File: src/rtl/fetch_sequencer_pkg.sv
// Shared definitions for the fetch sequencer: FSM state encoding, trap cause
// codes and the default reset/trap vectors.
package fetch_sequencer_pkg;

  typedef enum logic [1:0] {
    ST_BOOT = 2'd0,
    ST_RUN  = 2'd1,
    ST_TRAP = 2'd2,
    ST_HALT = 2'd3
  } fetch_state_t;

  localparam logic [1:0] CAUSE_MISALIGNED = 2'd0;
  localparam logic [1:0] CAUSE_ACCESS     = 2'd1;

  localparam logic [7:0] DEF_RESET_VEC = 8'h00;
  localparam logic [7:0] DEF_TRAP_VEC  = 8'hF0;

  // A fetch target is legal only when it is word aligned.
  function automatic logic is_misaligned(input logic [1:0] low_bits);
    return (low_bits != 2'b00);
  endfunction

endpackage

File: src/rtl/fetch_sequencer.sv
// Architectural PC owner: picks sequential advance, redirect, trap entry or
// trap return each cycle, and stops the core on a fault inside the handler.
module fetch_sequencer
  import fetch_sequencer_pkg::*;
#(
  parameter int              PC_W      = 8,
  parameter logic [PC_W-1:0] RESET_VEC = DEF_RESET_VEC,
  parameter logic [PC_W-1:0] TRAP_VEC  = DEF_TRAP_VEC
) (
  input  logic            clk,
  input  logic            rst_n,
  output logic [PC_W-1:0] pc_out,
  input  logic [PC_W-1:0] pc_inc,
  output logic            fetch_valid,
  input  logic            fetch_ready,
  input  logic            redirect_valid,
  input  logic [PC_W-1:0] redirect_target,
  input  logic            pmp_fetch_fault,
  input  logic            mret,
  output logic            trap_active,
  output logic [PC_W-1:0] mepc,
  output logic [1:0]      mcause,
  output logic            halted
);

  fetch_state_t    state_r, state_s;
  logic [PC_W-1:0] pc_r, pc_s;
  logic [PC_W-1:0] mepc_r, mepc_s;
  logic [1:0]      mcause_r, mcause_s;
  logic            trap_active_r, trap_active_s;
  logic            fetch_valid_r;
  logic            halted_r;

  // Next-state and next-PC selection; RUN resolves events by fixed priority.
  always_comb begin
    state_s       = state_r;
    pc_s          = pc_r;
    mepc_s        = mepc_r;
    mcause_s      = mcause_r;
    trap_active_s = trap_active_r;
    case (state_r)
      ST_BOOT: begin
        state_s = ST_RUN;
      end
      ST_RUN: begin
        if (pmp_fetch_fault) begin
          mepc_s   = pc_r;
          mcause_s = CAUSE_ACCESS;
          state_s  = ST_TRAP;
        end else if (redirect_valid && is_misaligned(redirect_target[1:0])) begin
          mepc_s   = redirect_target;
          mcause_s = CAUSE_MISALIGNED;
          state_s  = ST_TRAP;
        end else if (redirect_valid) begin
          pc_s = redirect_target;
        end else if (mret && trap_active_r) begin
          pc_s          = mepc_r;
          trap_active_s = 1'b0;
        end else if (fetch_ready) begin
          pc_s = pc_inc;
        end else begin
          pc_s = pc_r;
        end
      end
      ST_TRAP: begin
        if (trap_active_r) begin
          state_s = ST_HALT;
        end else begin
          pc_s          = TRAP_VEC;
          trap_active_s = 1'b1;
          state_s       = ST_RUN;
        end
      end
      ST_HALT: begin
        state_s = ST_HALT;
      end
      default: begin
        state_s = ST_BOOT;
      end
    endcase
  end

  // State and architectural registers; status flags are registered from the next state.
  always_ff @(posedge clk or negedge rst_n) begin
    if (!rst_n) begin
      state_r       <= ST_BOOT;
      pc_r          <= RESET_VEC;
      mepc_r        <= {PC_W{1'b0}};
      mcause_r      <= 2'd0;
      trap_active_r <= 1'b0;
      fetch_valid_r <= 1'b0;
      halted_r      <= 1'b0;
    end else begin
      state_r       <= state_s;
      pc_r          <= pc_s;
      mepc_r        <= mepc_s;
      mcause_r      <= mcause_s;
      trap_active_r <= trap_active_s;
      fetch_valid_r <= (state_s == ST_RUN);
      halted_r      <= (state_s == ST_HALT);
    end
  end

  assign pc_out      = pc_r;
  assign mepc        = mepc_r;
  assign mcause      = mcause_r;
  assign trap_active = trap_active_r;
  assign fetch_valid = fetch_valid_r;
  assign halted      = halted_r;

endmodule

File: config.mk
export PLATFORM = sky130hd
export DESIGN_NAME = fetch_sequencer
export DESIGN_NICKNAME = d
export VERILOG_FILES = /design/src/rtl/fetch_sequencer_pkg.sv /design/src/rtl/fetch_sequencer.sv
export SDC_FILE = /design/constraint.sdc
export NUM_CORES = 1
export LEC_CHECK = 0
export ABC_AREA = 1
export CAP_MARGIN = 20
export CORE_UTILIZATION = 46
export DETAILED_ROUTE_END_ITERATION = 16
export GPL_TIMING_DRIVEN = 0
export PLACE_DENSITY = 0.79
export SYNTH_ARGS = -nofsm -noshare
export SYNTH_HDL_FRONTEND = slang
export SYNTH_SLANG_ARGS = --single-unit
File: constraint.sdc
create_clock -name clk -period 1.5 [get_ports clk]
set_input_delay 0.225 -clock clk [delete_from_list [all_inputs] [get_ports clk]]
set_output_delay 0.225 -clock clk [all_outputs]
set_load 0.02 [all_outputs]
* Word-level counts from Yosys, hierarchy flattened *
Cells that the tools add are included.

cells by class
  equal/unequal tests = 11
  mux-type cells = 20
  reductions and logical operators = 9

operators by type and width
  cell                                                  count
  two-way mux 8 bit                                     8
  one-hot mux 8 bit (2 select lines)                    1
  two-way mux 2 bit                                     5
  inequality test 2 bit (second input constant)         5
  AND reduction 5 bit                                   2
  one-hot mux 2 bit (4 select lines)                    1
  equality test 2 bit (second input constant)           3
  nonzero test 2 bit                                    3
  equality test 2 x 1 -> 1 bit (second input constant)  2
  two-way mux 1 bit                                     4
  inequality test 4 bit (second input constant)         1
  logical AND 1 bit                                     2
  logical NOT 2 bit                                     1
  one-hot mux 1 bit (2 select lines)                    1
  AND reduction 2 bit                                   1

storage, ports and cells
  bits in registers = 23
  input bits = 22
  word-level logic and storage cells = 47

* Logic depth before layout (Yosys ltp) *
  depth after elaboration = 6
  depth in mapped cells = 8

* Worst setup path before layout *
Ideal clock, no wire load.

  kind = reg-to-reg
  from = reg trap_active_r, in the netlist trap_active
  to = reg pc_r[6], in the netlist pc_out[6]
  library setup time = 0.117 ns
  arrival = 1.097 ns
  data required time = 1.383 ns
  path slack = 0.286 ns
  stages on the path, launching flop included = 8
  path buffers = 1
  cells stage by stage = dfrtp_1 > buf_2 > nand3_1 > nand2_2 > inv_2 > nand3_4 > nand2_1 > nand2_1

on the way
  cells in the longest elaborated chain, start to end = 6
  elaborated cells between the ends (all ways) = 9

ends and longest elaborated chain
  what                                line                   text
  start, declared                     fetch_sequencer.sv:30  logic trap_active_r, trap_active_s;
  start signal, assigned              fetch_sequencer.sv:98  trap_active_r <= trap_active_s;
  logical AND 1 bit                   fetch_sequencer.sv:56  end else if (mret && trap_active_r) begin
  two-way mux 8 bit                   fetch_sequencer.sv:56
  two-way mux 8 bit                   fetch_sequencer.sv:54  end else if (redirect_valid) begin
  two-way mux 8 bit                   fetch_sequencer.sv:50  end else if (redirect_valid && is_misaligned(redirect_target[1:0])) begin
  two-way mux 8 bit                   fetch_sequencer.sv:46  if (pmp_fetch_fault) begin
  one-hot mux 8 bit (2 select lines)  fetch_sequencer.sv:41  case (state_r)
  end signal, assigned                fetch_sequencer.sv:95  pc_r <= pc_s;
  end, declared                       fetch_sequencer.sv:27  logic [PC_W-1:0] pc_r, pc_s;

Parallel ways exist; a longest one is shown, timed or not. The select of a mux whose other input is x is not followed.
A chain may end at the register's enable or synchronous reset.

* Worst setup path after layout *
  from = reg halted_r, in the netlist halted
  to = out halted

RTL lines
  what                    line                    text
  start, declared         fetch_sequencer.sv:32   logic halted_r;
  start signal, assigned  fetch_sequencer.sv:100  halted_r <= (state_s == ST_HALT);
  end, declared           fetch_sequencer.sv:23   output logic halted

No word-level cell between the ends.

==> results.sh <==
export IMPL_final_cells=258
export IMPL_setup_tns_final_ps=0
export IMPL_grt_usage_pct=20.9
export IMPL_drv_cap=0
export IMPL_antenna_diode_count=0
export IMPL_synth_seq_area_share_pct=40.5
export IMPL_fin_skew_ps=7.85
export IMPL_min_path_cells=3
export IMPL_cp_startpoint="halted"
export IMPL_syn_avg_cell_area_sq_um=7.35
export IMPL_hp_start="pmp_fetch_fault"
export IMPL_tightest_slew_ps=944
export IMPL_core_area_sq_um=2780
export IMPL_first_pass_iters=4
export IMPL_critical_path_class="reg -> out"
export IMPL_wl_per_cell_um=11.6
export IMPL_worstSetupStartpointType="flip-flop"
export IMPL_rows=19
export IMPL_htreeDepth=1
export IMPL_status="completed"
export IMPL_grt_pass1_vias=1151
export IMPL_synth_top_cell_by_area="dfrtp_1"
export IMPL_cts_root_buf="clkbuf_4"
export IMPL_cts_sinks=22
export IMPL_portBuffers=38
export IMPL_ios=43
export IMPL_synthCells=185
export IMPL_clk_pin_slew_ps=120
export IMPL_syn_to_final_growth_pct=32.6
export IMPL_setup_worst_path_end_class="primary output"
export IMPL_vias=1262
export IMPL_final_area_sq_um=1800
export IMPL_finalHoldViolations=0
export IMPL_dp_hpwl_um=2440
export IMPL_cp_data_required_time_ps=1270
export IMPL_fmax_ghz=0.685
export IMPL_async_reset_ff_share_pct=100
export IMPL_start_util_pct=48.9
export IMPL_synth_nets=207
export IMPL_path_buf_inv=1
export IMPL_gp_congestion=0.848
export IMPL_crit_chain="clkdlybuf4s50_1"
export IMPL_ys_ff_latch=22
export IMPL_vdd_drop_max_mv=1.28
export IMPL_r2r_end="pc_out[0]"
export IMPL_hold_path_class="in -> reg"
export IMPL_hold_end="mcause[0]"
export IMPL_worstReg2RegStart="state_r[1]"
export IMPL_vias_per_cell=4.89
export IMPL_critPathMaxFanout=1
export IMPL_dp_cells=254
export IMPL_synthesis_area_sq_um=1360
export IMPL_p_leak_nw=1.01
export IMPL_die_w_um=56.4
export IMPL_die_h_um=56.4
export IMPL_r2r_setup_slack_ps=200
export IMPL_fin_crit_sh_pct=97.4
export IMPL_powerDensity_nw_per_um2=1790
export IMPL_antenna_found_initial=0
export IMPL_max_stage_delay_ps=590
export IMPL_synth_cell_types=20
export IMPL_crit_slowest_cell="clkdlybuf4s50_1"
export IMPL_finalSetupViolations=0
export IMPL_cts_tree="done"
export IMPL_final_nets=250
export IMPL_grt_max_degree=23
export IMPL_slew_violations=0
export IMPL_hold_buffers=0
export IMPL_worstPathArrival_ps=1240
export IMPL_drive_above_1_share_pct=18.1
export IMPL_cts_setup_buffers=0
export IMPL_r2r_cells=7
export IMPL_yosysMostFrequentCell="nand2_1"
export IMPL_antenna_left=0
export IMPL_drt_initial_drc_count=47
export IMPL_die_area_sq_um=3180
export IMPL_drc=0
export IMPL_slew_headroom_pct=36.9
export IMPL_synth_yosys_warnings=0
export IMPL_grt_first_pass_wirelength_um=5160
export IMPL_synth_edff_count=0
export IMPL_grt_overflow=0
export IMPL_synth_top_area_share_pct=40.5
export IMPL_synth_commonest_cells="nand2_1 (71), nand3_1 (27), dfrtp_1 (22), inv_1 (19), o21ai_2 (8)"
export IMPL_max_clock_path_buffers=2
export IMPL_placed_area_sq_um=1780
export IMPL_drt_total_wl_um=2980
export IMPL_clkLatencyLatePin_ps=310
export IMPL_numCtsBuffers=3
export IMPL_n_fill_cell=252
export IMPL_period_minus_slack_ps=1460
export IMPL_synth_ff_type="dfrtp_1"
export IMPL_crit_family="buffers and inverters"
export IMPL_synthTopCellsByArea="dfrtp_1 (40%), nand2_1 (20%), nand3_1 (9.9%)"
export IMPL_rsz0062_at_grt="no"
metal layers:
layer	wire (um)	track usage [%]	vias to the layer above
met2	1400	32.5	37
met3	125	2.53	5
li1	-	-	658
met4	42	8.36	0
met5	0	0	-
met1	1410	29.6	562
final cells by class:
| cell class | instances | area [sq um] | area share [%] |
|---|---|---|---|
| clock buffer | 4 | 36.3 | 2.01 |
| buffer | 7 | 62.6 | 3.47 |
| timing repair buffer | 38 | 368 | 20.4 |
| multi-input combinational | 130 | 644 | 35.7 |
| tap | 31 | 38.8 | 2.15 |
| sequential | 22 | 551 | 30.5 |
| inverter | 26 | 103 | 5.69 |
state kept, by name, summed over array words and instances (netlist names):
| register | flops |
|---|---|
| pc_out | 8 |
| trap_active | 1 |
| mcause | 1 |
| state_r | 2 |
| halted | 1 |
| fetch_valid | 1 |
| mepc | 8 |
stage by stage:
stage               power (W)  utilization (%)  setup WS (ps)  hold slack (ps)
finish                0.00322             64.8           39.4              294
CTS                   0.00325             64.6           4.20              287
floorplan             0.00232                -            286            -70.6
global placement      0.00302             64.0            104              460
detailed placement    0.00305             64.0           84.9              492
global route          0.00348             64.8           2.19              316
power breakdown:
part           leakage [nW]  switching (W)  internal (W)  total, W
sequential            0.272       0.000164      0.000858   0.00102
clock                0.0210       0.000183      0.000148  0.000332
combinational         0.718        0.00114      0.000722   0.00187
total                  1.01        0.00149       0.00173   0.00322
cell usage in the layout, fill, tap and decap left out:
cell	synthesis	layout
clkbuf_8	0	1
nand3_4	1	1
dfrtp_1	22	22
dlygate4sd2_1	0	16
nand2_2	6	6
buf_2	1	1
inv_4	2	2
nor2_2	2	2
nand2_1	71	71
o21ai_2	8	8
inv_2	5	5
clkdlybuf4s50_1	0	19
nand3_2	3	3
buf_4	5	5
a21oi_1	4	4
clkbuf_4	0	3
nand2_4	1	1
conb_1	1	1
nand3_1	27	27
inv_1	19	19
o21ai_1	2	2
nor2_1	2	2
dlymetal6s2s_1	0	3
nor2_4	2	2
buf_12	1	1
logic make-up after synthesis:
group	after synthesis	synth area share (%)
compound gates	14	7.36
flops	22	40.5
simple gates	115	39.7
other cells	1	0.276
buf+inv	33	12.1
what timing repair did:
item,CTS,global route
cloned,0,0
setup endpoints to repair,16,3
gates resized for setup,16,3
worst max path at each step:
stage | endpoint | slack (ps) | cells after the start
4_1_cts | mepc[4] | 4 | 1
2_1_floorplan | pc_out[6] | 290 | 7
3_5_place_dp | mepc[6] | 80 | 1
6_report | halted | 40 | 1
5_1_grt | halted | 2 | 1
3_3_place_gp | mepc[6] | 100 | 8
worst register-to-register path, delay by kind of cell, from the launching register on:
kind          cells  cell delay, ps
flops             1             460
buf+inv           2             160
simple gates      5             580
Power figures use the tool's default switching activity.
